--- src/rtl/fifo_rd_ptr_empty.sv ---
// fifo_rd_ptr_empty
// Read-side pointer and empty-flag stage of a dual-clock FIFO.
// The registered Gray write pointer is brought into the read clock through a
// plain flop chain and compared against the next Gray read pointer to form a
// registered, pessimistic empty flag. The Gray read pointer is returned to the
// write domain for full detection.
//
// Optional build macro: FIFO_RD_LEVEL_EN
//   defined   -> rd_level / almost_empty are computed from the synchronised
//                write pointer and registered in step with empty.
//   undefined -> rd_level is tied to 0 and almost_empty to 1.
module fifo_rd_ptr_empty #(
   parameter int unsigned ASIZE       = 4,
   parameter int unsigned SYNC_STAGES = 2,
   parameter int unsigned AE_THRESH   = 2
) (
   input  logic             clk,
   input  logic             reset_n,
   input  logic             rd_en,
   input  logic [ASIZE:0]   wq_gray,
   output logic [ASIZE:0]   rd_gray,
   output logic [ASIZE-1:0] rd_addr,
   output logic             empty,
   output logic [ASIZE:0]   rd_level,
   output logic             almost_empty
);

   // A single-flop chain is not a synchroniser; depths below 2 are raised to 2.
   localparam int unsigned NSYNC = (SYNC_STAGES < 2) ? 2 : SYNC_STAGES;

   logic [ASIZE:0] sync_q [NSYNC];
   logic [ASIZE:0] wsync;
   logic [ASIZE:0] rbin;
   logic [ASIZE:0] rbin_next;
   logic [ASIZE:0] rgray_next;
   logic           rd_fire;

   // Write-pointer synchroniser: straight flop chain, nothing between stages.
   always_ff @(posedge clk or negedge reset_n) begin
      if (!reset_n) begin
         for (int unsigned i = 0; i < NSYNC; i++) begin
            sync_q[i] <= '0;
         end
      end else begin
         sync_q[0] <= wq_gray;
         for (int unsigned i = 1; i < NSYNC; i++) begin
            sync_q[i] <= sync_q[i-1];
         end
      end
   end

   // Accept qualification and next binary/Gray read pointer.
   always_comb begin
      wsync      = sync_q[NSYNC-1];
      rd_fire    = rd_en & ~empty;
      rbin_next  = rbin + (ASIZE+1)'(rd_fire);
      rgray_next = (rbin_next >> 1) ^ rbin_next;
      rd_addr    = rbin[ASIZE-1:0];
   end

   // Read pointer registers and empty flag; full-width compare covers wrap.
   always_ff @(posedge clk or negedge reset_n) begin
      if (!reset_n) begin
         rbin    <= '0;
         rd_gray <= '0;
         empty   <= 1'b1;
      end else begin
         rbin    <= rbin_next;
         rd_gray <= rgray_next;
         empty   <= (rgray_next == wsync);
      end
   end

`ifdef FIFO_RD_LEVEL_EN
   logic [ASIZE:0] wbin;
   logic [ASIZE:0] level_next;

   // Gray-to-binary of the synchronised write pointer and next fill level.
   always_comb begin
      wbin = '0;
      for (int unsigned i = 0; i <= ASIZE; i++) begin
         wbin[i] = ^(wsync >> i);
      end
      level_next = wbin - rbin_next;
   end

   // Level and almost-empty registered alongside empty.
   always_ff @(posedge clk or negedge reset_n) begin
      if (!reset_n) begin
         rd_level     <= '0;
         almost_empty <= 1'b1;
      end else begin
         rd_level     <= level_next;
         almost_empty <= (32'(level_next) <= AE_THRESH);
      end
   end
`else
   // Level reporting disabled: outputs held at their reset values.
   always_comb begin
      rd_level     = '0;
      almost_empty = 1'b1;
   end
`endif

endmodule

--- config.mk ---
export PLATFORM = sky130hd
export DESIGN_NAME = fifo_rd_ptr_empty
export DESIGN_NICKNAME = d
export VERILOG_FILES = /design/src/rtl/fifo_rd_ptr_empty.sv
export SDC_FILE = /design/constraint.sdc
export NUM_CORES = 1
export LEC_CHECK = 0
export CAP_MARGIN = 10
export CORE_ASPECT_RATIO = 1.5
export CORE_UTILIZATION = 35
export DETAILED_ROUTE_END_ITERATION = 7
export PLACE_DENSITY = 0.59
export RECOVER_POWER = 25
export SLEW_MARGIN = 40
export SYNTH_ARGS = -nofsm -noshare
export SYNTH_HDL_FRONTEND = slang
export SYNTH_SLANG_ARGS = --single-unit
export TNS_END_PERCENT = 30
--- constraint.sdc ---
create_clock -name clk -period 2.65 [get_ports clk]
set_input_delay 0.53 -clock clk [delete_from_list [all_inputs] [get_ports clk]]
set_output_delay 0.53 -clock clk [all_outputs]
set_load 0.01 [all_outputs]
# Yosys cells after proc, flatten, opt, wreduce, memory -nomap -nowiden
# Index checks and enable logic that the tools add are counted.
# totals
regBits	21
latch_bits	0
ram_bits	0
romBits	0
inputBits	8
out_inout_bits	16
word_cells	10
memories	0
# op_classes
addsub	1
multipliers	0
div_mod_pow	0
magnitude_cmp	0
eq_ne	1
shift	0
muxes	0
n_bitwise	3
n_reduce_logical	0
# op_table
cell	n
$add 5x1->5	1
$eq 5x5->1	1
$xor 4x5->5	1
$and 1x1->1	1
$not 1->1	1

# Longest topological paths before layout
# depth
ltp_word	5
ltp_mapped	8
mapped_depth_nobuf	7

# Worst setup path before layout
# Ideal clock, no wire load.
# synth_timing
path_type	input port to flip-flop
from	input rd_en
to	register empty
arrival_ps	1882
t_required_ps	2582
setup_slack_ps	700
stages	8
path_cell_list	nor2b_1 -> ha_1 -> ha_1 -> buf_2 -> xnor3_1 -> nor3_2 -> o211ai_2 -> a21oi_2
# synth_between
elab_chain_len	4
# synth_rtl
element	line_no	source
start: declaration	19	input logic rd_en,
$and 1x1->1	55	rd_fire = rd_en & ~empty;
$add 5x1->5	56	rbin_next = rbin + (ASIZE+1)'(rd_fire);
$xor 4x5->5	57	rgray_next = (rbin_next >> 1) ^ rbin_next;
$eq 5x5->1	70	empty <= (rgray_next == wsync);
end signal: assignment	70	
end: declaration	23	output logic empty,
# Every way passes these cells.

# Worst setup path in the final report
# Ends and elaborated chain as after synthesis.

==> run metrics <==
nets@finish=92; clock-pin slew on the worst setup and hold paths=0.11 ns; DR pass1 iterations=2; area grow syn2layout=21.3%; Critical Path Fanout Max=5; I/O pin total=24; total wire length=1.11 mm; DR DRC count=0; largest net degree at the start of global routing=21; LEAKAGE=0.469 nW; sequential cell area fraction in the yosys report=0.584; NetSw=421 µW; CP startpoint kind=input port; CTS Root Cell=clkbuf_4; Clock Path Buffers=2; final core utilization=0.456; clk_lat worst skew=0.30 ns; Syn. warnings=0; R2R setup slack=0.71 ns; Worst Hold Class=reg -> reg; remaining antenna violation count=0; FF-to-FF Start=empty; Max transition margin=0.314; Die Height=62.7 µm; vias in the first global route=468; CP Capture Type=register; met3 GRT Util=0.0173; WP data arrival=2.40 ns; Overflow after GRT=0; status=finished, final reports clean; Setup TNS=0 ns; synthesized flop and latch total=20; initial antenna violation count=0; row cnt=21; met1 usage in global routing=0.0885; Tightest Pin Transition=1.03 ns; Slew Viols, Final=0; die footprint=2660 µm²; synthesized area=860 µm²; worst vdd ir=0.394 mV; die width=42.5 µm; setup bufs post-CTS=0; share of layout cells above drive strength 1=0.0988; Worst Setup Path Type=in -> reg; Reg power frac=0.385; post_cts resized=0; Synth cell types=23; Post-DP HPWL=855 µm; Final Wtd Congestion=0.662; final hold violation count=0; H-tree depth=1; clock share of power=0.124; GRT Max-Usage Layer=met2; post-route minimum period=2.16 ns; P_int=796 µW; first-pass GRT wire length=1.92 mm; Comb power frac=0.491; RSZ-0062 raised after global routing=no; FMAX=464 MHz; gr usage total=0.0989; CTS tree=built; clock sink total=20; CP startpoint=rd_en; switch share=0.346; power per cell area=1170 nW/µm²; GR Layer Usage met2=0.181; Final Setup Violations=0; WL/cell=10.6 µm; Post-Syn Instances=63; clock skew=0.00965 ns; final worst-path cycle share=0.813; Starting DRT DRC Count=3; CTS Buf Count=3; Post-Synthesis Mean Instance Area=13.6 µm²; Vias=484; Port Buffers=17; Max Cap Viol=0; hold path startpoint=sync_q[7]; total core area=2290 µm²; hold_buf cts=0; # diodes=0; vias per cell=4.65; initial cell density of the core=0.376; worst path required time=2.89 ns
[routing by layer]
layer	wire, µm	vias up
li1	-	225
met1	415	238
met2	600	16
met3	47	5
met4	42	0
met5	0	-
[power groups by stage]
| stage | Clock, mW | Combinational, mW | Sequential, mW |
|---|---|---|---|
| 6_report | 0.151 | 0.597 | 0.469 |
| 5_1_grt | 0.172 | 0.652 | 0.484 |
| 4_1_cts | 0.161 | 0.610 | 0.471 |
| 3_5_place_dp | 0 | 0.610 | 0.478 |
| 3_3_place_gp | 0 | 0.601 | 0.474 |
| 2_1_floorplan | 0 | 0.395 | 0.498 |
[area by class of cell]
cell class | instances | area, µm²
Sequential cell | 20 | 502
Inverter | 2 | 7.51
Timing Repair Buffer | 18 | 174
Clock buffer | 4 | 26.3
Tap cell | 23 | 28.8
Fill cell | 221 | 1240
Multi-Input combinational cell | 37 | 304
[kinds of logic (layout without fill, tap and decap cells)]
family	after synthesis	after routing	synth area share
AO/OA/AOI/OAI	5	5	0.0568
XOR/XNOR	14	14	0.175
adder cells (fa/ha/maj)	2	2	0.0291
buffers and inverters	10	24	0.0801
flip-flops	20	20	0.584
other	2	6	0.00874
AND/OR/NAND/NOR	10	10	0.0670
[path summary, 6_finish.rpt]
path | to | depth (start not counted)
setup / recovery | empty | 8
hold / removal | wsync[2] | 0
setup reg to reg | empty | 7
hold reg to reg | wsync[2] | 0
max in group asynchronous | rbin[2] | 2
min in group asynchronous | rd_gray[2] | 2
[stage by stage]
stage	area [µm²]	hold WS, ns	setup slack [ns]	cells	total power, mW
global route	1040	0.369	0.354	104	1.31
CTS	1050	0.363	0.494	104	1.24
detailed placement	1020	0.335	0.172	100	1.09
floorplan	875	0.234	0.700	67	0.892
finish	1040	0.360	0.495	104	1.22
global placement	1020	0.334	0.214	100	1.07
[cell usage in the layout (no fill, tap or decap)]
cell and instances:
xor2_1 5, xnor3_1 2, dlygate4sd3_1 6, and2_1 1, inv_1 2, dfstp_2 1, nand2b_1 1, nand2_1 2
a21o_1 1, xnor2_1 7, clkdlybuf4s50_1 11, nor2b_1 1, o211ai_2 1, and3_1 1, clkbuf_4 3, conb_1 6
nor3_2 1, a21oi_2 1, a21boi_2 1, ha_1 2, a2bb2oi_1 1, nand3_1 3, clkbuf_1 2, dfrtp_1 19
[flip-flops by register name (all words and copies together), names as in the netlist]
name / cells
empty: 1
rbin: 5
sync_q: 5
rd_gray: 4
wsync: 5
[worst max-delay path, cell delays in order]
cell,delay [ns]
clkdlybuf4s50_1,0.44
nor2b_1,0.12
ha_1,0.21
ha_1,0.30
xnor3_1,0.37
nor3_2,0.18
o211ai_2,0.12
a21oi_2,0.11
[cells in the mapped netlist]
library cell | number | area share
a21o_1 | 1 | 0.0087
o211ai_2 | 1 | 0.015
buf_6 | 1 | 0.013
xor2_1 | 5 | 0.051
conb_1 | 2 | 0.0087
a21oi_2 | 1 | 0.010
dfrtp_1 | 19 | 0.55
nand2b_1 | 1 | 0.0073
a21boi_2 | 1 | 0.013
dfstp_2 | 1 | 0.031
a2bb2oi_1 | 1 | 0.010
inv_1 | 2 | 0.0087
ha_1 | 2 | 0.029
xnor3_1 | 2 | 0.052
xnor2_1 | 7 | 0.071
buf_2 | 1 | 0.0058
and2_1 | 1 | 0.0073
buf_4 | 6 | 0.052
nor3_2 | 1 | 0.012
and3_1 | 1 | 0.0073
nand3_1 | 3 | 0.017
nand2_1 | 2 | 0.0087
nor2b_1 | 1 | 0.0073
Power figures use the tool's default switching activity.
